[src/rtl/dht11_bin2bcd.sv]
`default_nettype none
// ============================================================================
// Module   : dht11_bin2bcd
// Purpose  : Sequential binary-to-BCD converter placed directly after the
//            DHT11 sensor front end. On a conversion strobe it captures the
//            humidity/temperature word and converts both bytes in parallel
//            with shift-and-add-3 (double dabble). Results are presented as
//            two registered DIG_NUM-digit BCD values with a one-cycle valid.
// Revision : 1.0 - initial release
// ----------------------------------------------------------------------------
// Parameters:
//   BYTE_SZ  - width of each binary field (humidity, temperature)
//   VALUE_SZ - width of the input word (2*BYTE_SZ)
//   DIG_NUM  - BCD digits per field; 10**DIG_NUM must exceed 2**BYTE_SZ-1
//   BCD_SZ   - width of each BCD output (4*DIG_NUM)
// Ports:
//   CLK        in   system clock (50 MHz)
//   RST_n      in   asynchronous active-low reset
//   I_CONV     in   single-cycle conversion request from the front end
//   I_VALUE    in   sensor word: [VALUE_SZ-1:BYTE_SZ] humidity,
//                   [BYTE_SZ-1:0] temperature
//   I_ERR      in   front-end error flag, sampled together with I_CONV
//   O_BCD_HUM  out  humidity BCD, most significant digit in the top nibble
//   O_BCD_TEMP out  temperature BCD, same layout
//   O_VALID    out  one-cycle pulse: results and O_ERR have been updated
//   O_BUSY     out  high while a conversion is in progress
//   O_ERR      out  error status of the last completed request
// ============================================================================
module dht11_bin2bcd #(
  parameter int BYTE_SZ  = 8,
  parameter int VALUE_SZ = 2 * BYTE_SZ,
  parameter int DIG_NUM  = 3,
  parameter int BCD_SZ   = 4 * DIG_NUM
) (
  input  logic                CLK,
  input  logic                RST_n,
  input  logic                I_CONV,
  input  logic [VALUE_SZ-1:0] I_VALUE,
  input  logic                I_ERR,
  output logic [BCD_SZ-1:0]   O_BCD_HUM,
  output logic [BCD_SZ-1:0]   O_BCD_TEMP,
  output logic                O_VALID,
  output logic                O_BUSY,
  output logic                O_ERR
);

  // Counter must be able to hold the value BYTE_SZ without wrapping.
  localparam int CNT_W = $clog2(BYTE_SZ + 1);
  localparam int CAT_W = BCD_SZ + BYTE_SZ;
  localparam logic [CNT_W-1:0] LAST_ITER = CNT_W'(BYTE_SZ - 1);

  typedef enum logic [1:0] {
    S_IDLE  = 2'd0,
    S_SHIFT = 2'd1,
    S_DONE  = 2'd2
  } state_t;

  // --------------------------------------------------------------------------
  // State and datapath registers
  // --------------------------------------------------------------------------
  state_t              state_q, state_d;
  logic [BYTE_SZ-1:0]  hum_bin_q, hum_bin_d;
  logic [BYTE_SZ-1:0]  temp_bin_q, temp_bin_d;
  logic [BCD_SZ-1:0]   hum_scr_q, hum_scr_d;
  logic [BCD_SZ-1:0]   temp_scr_q, temp_scr_d;
  logic [CNT_W-1:0]    cnt_q, cnt_d;
  logic                err_q, err_d;

  // Output registers
  logic [BCD_SZ-1:0]   bcd_hum_q, bcd_hum_d;
  logic [BCD_SZ-1:0]   bcd_temp_q, bcd_temp_d;
  logic                valid_q, valid_d;
  logic                err_out_q, err_out_d;

  // --------------------------------------------------------------------------
  // Double-dabble digit correction: every digit >= 5 gets +3 before the shift
  // so that the shift carries it correctly into the next decimal digit.
  // Each nibble is corrected on its own; no carry crosses digit boundaries.
  // --------------------------------------------------------------------------
  logic [BCD_SZ-1:0] hum_adj;
  logic [BCD_SZ-1:0] temp_adj;

  for (genvar d = 0; d < DIG_NUM; d++) begin : g_dig
    assign hum_adj[4*d +: 4]  = (hum_scr_q[4*d +: 4] >= 4'd5)
                              ? (hum_scr_q[4*d +: 4] + 4'd3)
                              : hum_scr_q[4*d +: 4];
    assign temp_adj[4*d +: 4] = (temp_scr_q[4*d +: 4] >= 4'd5)
                              ? (temp_scr_q[4*d +: 4] + 4'd3)
                              : temp_scr_q[4*d +: 4];
  end

  // {scratch, binary} shifted left by one as a single vector; the binary MSB
  // moves into the scratch LSB.
  logic [CAT_W-1:0] hum_cat;
  logic [CAT_W-1:0] temp_cat;

  assign hum_cat  = {hum_adj, hum_bin_q} << 1;
  assign temp_cat = {temp_adj, temp_bin_q} << 1;

  // --------------------------------------------------------------------------
  // Next-state and datapath logic
  // --------------------------------------------------------------------------
  always_comb begin
    state_d    = state_q;
    hum_bin_d  = hum_bin_q;
    temp_bin_d = temp_bin_q;
    hum_scr_d  = hum_scr_q;
    temp_scr_d = temp_scr_q;
    cnt_d      = cnt_q;
    err_d      = err_q;
    bcd_hum_d  = bcd_hum_q;
    bcd_temp_d = bcd_temp_q;
    err_out_d  = err_out_q;
    valid_d    = 1'b0;

    case (state_q)
      S_IDLE: begin
        if (I_CONV) begin
          hum_bin_d  = I_VALUE[VALUE_SZ-1:BYTE_SZ];
          temp_bin_d = I_VALUE[BYTE_SZ-1:0];
          err_d      = I_ERR;
          hum_scr_d  = '0;
          temp_scr_d = '0;
          cnt_d      = '0;
          state_d    = S_SHIFT;
        end
      end

      S_SHIFT: begin
        hum_scr_d  = hum_cat[CAT_W-1:BYTE_SZ];
        hum_bin_d  = hum_cat[BYTE_SZ-1:0];
        temp_scr_d = temp_cat[CAT_W-1:BYTE_SZ];
        temp_bin_d = temp_cat[BYTE_SZ-1:0];
        cnt_d      = cnt_q + 1'b1;
        if (cnt_q == LAST_ITER) begin
          state_d = S_DONE;
        end
      end

      S_DONE: begin
        // A flagged request still takes the full latency but leaves the
        // previously published BCD values untouched.
        if (!err_q) begin
          bcd_hum_d  = hum_scr_q;
          bcd_temp_d = temp_scr_q;
        end
        err_out_d = err_q;
        valid_d   = 1'b1;
        state_d   = S_IDLE;
      end

      default: begin
        state_d = S_IDLE;
      end
    endcase
  end

  // --------------------------------------------------------------------------
  // Registers
  // --------------------------------------------------------------------------
  always_ff @(posedge CLK or negedge RST_n) begin
    if (!RST_n) begin
      state_q    <= S_IDLE;
      hum_bin_q  <= '0;
      temp_bin_q <= '0;
      hum_scr_q  <= '0;
      temp_scr_q <= '0;
      cnt_q      <= '0;
      err_q      <= 1'b0;
      bcd_hum_q  <= '0;
      bcd_temp_q <= '0;
      valid_q    <= 1'b0;
      err_out_q  <= 1'b0;
    end else begin
      state_q    <= state_d;
      hum_bin_q  <= hum_bin_d;
      temp_bin_q <= temp_bin_d;
      hum_scr_q  <= hum_scr_d;
      temp_scr_q <= temp_scr_d;
      cnt_q      <= cnt_d;
      err_q      <= err_d;
      bcd_hum_q  <= bcd_hum_d;
      bcd_temp_q <= bcd_temp_d;
      valid_q    <= valid_d;
      err_out_q  <= err_out_d;
    end
  end

  // --------------------------------------------------------------------------
  // Outputs
  // --------------------------------------------------------------------------
  assign O_BCD_HUM  = bcd_hum_q;
  assign O_BCD_TEMP = bcd_temp_q;
  assign O_VALID    = valid_q;
  assign O_ERR      = err_out_q;
  assign O_BUSY     = (state_q != S_IDLE);

endmodule
`default_nettype wire

[config.mk]
export PLATFORM = sky130hd
export DESIGN_NAME = dht11_bin2bcd
export DESIGN_NICKNAME = d
export VERILOG_FILES = /design/src/rtl/dht11_bin2bcd.sv
export SDC_FILE = /design/constraint.sdc
export NUM_CORES = 1
export LEC_CHECK = 0
export CORE_AREA = 2 2 83 85
export DETAILED_ROUTE_END_ITERATION = 6
export DIE_AREA = 0 0 85 87
export PLACE_DENSITY = 0.8
export RECOVER_POWER = 25
export SLEW_MARGIN = 0
export SYNTH_ARGS = -nofsm -noshare
export SYNTH_HDL_FRONTEND = slang
export SYNTH_SLANG_ARGS = --single-unit
[constraint.sdc]
create_clock -name CLK -period 2 [get_ports CLK]
set_input_delay 0.6 -clock CLK [delete_from_list [all_inputs] [get_ports CLK]]
set_output_delay 0.6 -clock CLK [all_outputs]
set_load 0.05 [all_outputs]
== Yosys cells after proc, flatten, opt, wreduce, memory -nomap -nowiden ==
Cells that the tools add are included.
Word-level totals
  bits in registers: 73
  input port bits: 20
  output and inout port bits: 27
  word-level logic and storage cells: 56
Operators by class
  $add $sub $neg: 7
  order comparisons: 6
  equal/unequal tests: 5
  multiplexer cells: 19
  bitwise gates (word level): 1
  reduce and logical (&&, ||, !) cells: 7
Operators by type and width (number)
  one-hot mux 12 bit (2 select lines): 2
  one-hot mux 8 bit (2 select lines): 2
  >= comparator 4 x 3 -> 1 bit (second input constant): 6
  2-to-1 mux 4 bit: 5
  adder 4 x 2 -> 4 bit (second input constant): 4
  2-to-1 mux 8 bit: 2
  2-to-1 mux 12 bit: 1
  one-hot mux 4 bit (2 select lines): 1
  AND reduction 2 bit: 4
  adder 3 x 2 -> 3 bit (second input constant): 2
  2-to-1 mux 3 bit: 2
  adder 4 x 1 -> 4 bit (second input constant): 1
  == test 4 x 3 -> 1 bit (second input constant): 1
  2-to-1 mux 2 bit: 2
  inequality test 2 bit (second input constant): 2
  one-hot mux 2 bit (2 select lines): 1
  nonzero test 2 bit: 2
  == test 2 x 1 -> 1 bit (second input constant): 1
  == test 2 bit (second input constant): 1
  zero test 2 bit: 1
  2-to-1 mux 1 bit: 1
  NOT 1 bit: 1

== Depth between registers and ports, before layout ==
  depth in word-level cells: 3
  gate-level depth with buffers: 5
  mapped depth without buffers: 5

== Worst setup path after synthesis ==
Ideal clock, no wire load.
  path kind: in2reg
  start point: input I_CONV
  end point: register hum_bin_q[1]
  setup time: 121 ps
  data arrival time: 1397 ps
  required time: 1879 ps
  slack: 482 ps
  stages on the path: 5
  path buffers: 2
  path through: or3b_1 > buf_2 > buf_2 > o22ai_1 > nor2_1
On the way
  longest elaborated chain between the ends: 2
RTL lines
  start, declared: RTL line 37  | input logic I_CONV,
  inequality test 2 bit (no source line)
  AND reduction 2 bit (no source line)
  end signal, assigned: RTL line 176  | hum_bin_q <= hum_bin_d;
  end, declared: RTL line 62  | logic [BYTE_SZ-1:0] hum_bin_q, hum_bin_d;
Every way passes these cells.
A chain may end at the register's enable or synchronous reset.

== Worst setup path in the final report ==
  start point: register state_q[0]
  end point: output O_BUSY
On the way
  longest elaborated chain between the ends: 1
RTL lines
  start, declared: RTL line 61  | state_t state_q, state_d;
  start signal, assigned: RTL line 175  | state_q <= state_d;
  nonzero test 2 bit: RTL line 196  | assign O_BUSY = (state_q != S_IDLE);
  end, declared: RTL line 43  | output logic O_BUSY,
Every way passes these cells.

==> reports/qor.txt <==
mux cell area share after synthesis: 0.101
CTS tree: done
hold_buf cts: 0
WS Path Type: reg2out
layout cell share with drive strength beyond 1: 0.248
Core ar.: 0.00657 mm2
crit path buf inv count: 1
Final Cycle Share: 0.960
Fin. Hold Viols: 0
Mapped Area: 0.00348 mm2
LEAKAGE: 1.97 nW
clock tree buffer depth: 2
dpl hpwl: 4670 um
skew final: 0.0120 ns
cells along the critical path: or2_2 -> buf_4
worst path required time: 1.40 ns
post-CTS setup buffer count: 0
min Tclk post-route: 1.92 ns
DR vias: 2,524
remaining global-route overflow: 0
Simple-Gate Fraction of Synth Area: 0.0952
per-cell routed wire length: 15.5 um
P per Cell Area: 1570 mW/mm2
number of remaining DRC errors: 0
Post-synth EDFFs: 0
maximum vdd drop: 0.745 mV
global routing usage on met3: 0.0332
Mapped Nets: 332
DIE AREA: 0.00740 mm2
Layout area overhead: 20.4%
First DRT Iteration DRCs: 101
Placement Cell Area: 0.00399 mm2
CP arrival: 1.32 ns
Clk Latency, worst-skew pair: 0.35 ns
Clock transition at path regs: 0.07 ns
Reg area: 0.00183 mm2
Post-Synthesis Mean Instance Area: 11.6 um2
Cell Rows: 30
slowest cell on the critical path: dfrtp_1
DRT antenna net count: 0
Layout Nets: 387
Synth Flop Type: dfrtp_1
antenna cells: 0
initial antenna violation count: 0
max-slew violations: 0
max_slew headroom: 0.354
first-pass GRT wire length: 11,400 um
Top delay family on crit path: flip-flops
Tot Pwr: 6.57 mW
RSZ-0062 raised after global routing: no
Total Routing Usage GR: 0.195
GRT busiest layer: met2
H-tree levels: 3
Mapped Cells: 299
ys async rst share: 1.00
setup TNS: 0 ns
Highest Clock Rate: 0.521 GHz
vias in the first global route: 2,501
area of the multi-input gates: 0.00146 mm2
Die X: 85 um
post-CTS resize count: 0
Seq/Total Area, Yosys: 0.525
CTS root buf: clkbuf_8
total clock sinks: 73
met2 GRT Util: 0.303
total of warnings raised by yosys: 0
Fill cells: 519
# port buffers: 46
total wire length: 6790 um
Vias/cell: 5.75
HP Class: reg2reg
Worst-Margin Slew: 0.970 ns
max-cap violations: 0
CTS buffer count: 9
gpl congestion: 0.821
DR pass1 iterations: 5
Post-Synth Adder-Cell Area: 0.0467
delay of the slowest cell on the worst path: 0.46 ns
starting density of the core: 0.530
Die H: 87 um
minimum hold slack: 0.484 ns
status: finished, final reports clean
Synth cell types: 37
pin count of the biggest net entering global routing: 74
crit-path max FO: 8
Synth Area in Compound Gates: 0.165
Setup Viol. Count Final: 0
largest family of logic cells by synthesized area: compound AO/OA/AOI/OAI gates
startpoint type of the worst setup path: flop
I/O Pins: 47
Worst Setup End Kind: output pin
global routing usage on met1: 0.259
xor and xnor area share after synthesis: 0.0101
synthesis-stage register bit count: 73
post-route cell area: 0.00419 mm2
## flip-flops by register name, summed over array words and instances (netlist names)
name,count
state_q,2
O_BCD_HUM,12
cnt_q,4
O_BCD_TEMP,12
O_ERR,1
temp_bin_q,8
O_VALID,1
err_q,1
hum_bin_q,8
temp_scr_q,12
hum_scr_q,12
## tightest hold or removal path: stages (launching register included)
cell,delay [ns]
dfrtp_1,0.35
nand2_1,0.05
o31ai_1,0.05
## metal layers
metal,up-vias,wire (um)
met2,68,3230
met4,0,168
met3,16,274
li1,1198,-
met5,-,0
met1,1242,3120
## layout by cell type, fill, tap and decap left out, types with 5 or more instances in the layout
master,n
mux2_2,5
nor2_1,27
o2111ai_1,12
a32o_1,6
o22ai_1,12
inv_1,24
o21ai_0,6
nor2b_1,7
mux2_4,19
o221ai_1,6
o21a_1,6
clkbuf_8,12
dfrtp_1,73
nand2_1,26
ha_1,13
o311ai_1,6
o31ai_1,8
clkdlybuf4s50_1,18
buf_4,39
## stage by stage
step	util	setup WS [ns]	cells
2_1_floorplan	-	0.482	299
3_3_place_gp	0.607	0.0124	423
3_5_place_dp	0.607	0.00797	423
4_1_cts	0.640	0.0572	439
5_1_grt	0.638	0.0156	439
6_report	0.638	0.0795	439
## cell families after synthesis
kind of cell / Yosys count
AO/OA/AOI/OAI: 73
flip-flops: 73
AND/OR/NAND/NOR: 71
buffers and inverters: 40
multiplexers: 25
adder cells (fa/ha/maj): 13
XOR/XNOR: 4
## synthesized netlist by cell type (2+ instances only)
cell type	number	area [um2]
nor2b_1	7	43.8
a22o_1	3	26.3
nor2_1	27	101
buf_2	8	40.0
xnor2_1	4	35.0
mux2_4	19	285
a22oi_1	2	15.0
inv_1	24	90.1
o311ai_1	6	52.6
ha_1	13	163
clkbuf_1	5	18.8
o22ai_1	12	75.1
nand2_1	26	97.6
buf_12	2	40.0
o21ai_0	6	30.0
a32o_1	6	60.1
o21a_1	6	45.0
nor3_1	2	10.0
dfrtp_1	73	1830
mux2_2	5	56.3
o2111ai_1	12	105
o31ai_1	8	60.1
o221ai_1	6	52.6
o32ai_1	4	35.0
## final cells by class
type | instances | share of cell area
clock inverters | 4 | 0.0119
repair buffers | 60 | 0.121
clock buffers | 12 | 0.0394
inverters | 24 | 0.0215
well taps | 80 | 0.0239
multi-input cells | 186 | 0.347
flip-flops and latches | 73 | 0.436
## report_power, final
group | total, mW | leakage, nW | switching (mW) | internal [mW]
Combinational | 2.89 | 0.920 | 1.68 | 1.21
Sequential | 2.46 | 0.948 | 0.435 | 2.03
Clock | 1.22 | 0.105 | 0.542 | 0.676
## final timing paths
| kind | startpoint | end | slack (ns) | cells past startpoint |
|---|---|---|---|---|
| max in group asynchronous | RST_n | hum_scr_q[5] | 0.87 | 2 |
| worst max-delay path | state_q[0] | O_BUSY | 0.08 | 2 |
| worst min register to register | temp_bin_q[7] | temp_scr_q[0] | 0.48 | 2 |
| min in group asynchronous | RST_n | temp_bin_q[1] | 0.49 | 2 |
| worst min-delay path | temp_bin_q[7] | temp_scr_q[0] | 0.48 | 2 |
| worst max register to register | state_q[1] | temp_scr_q[3] | 0.41 | 3 |
(Power assumes the default switching activity.)
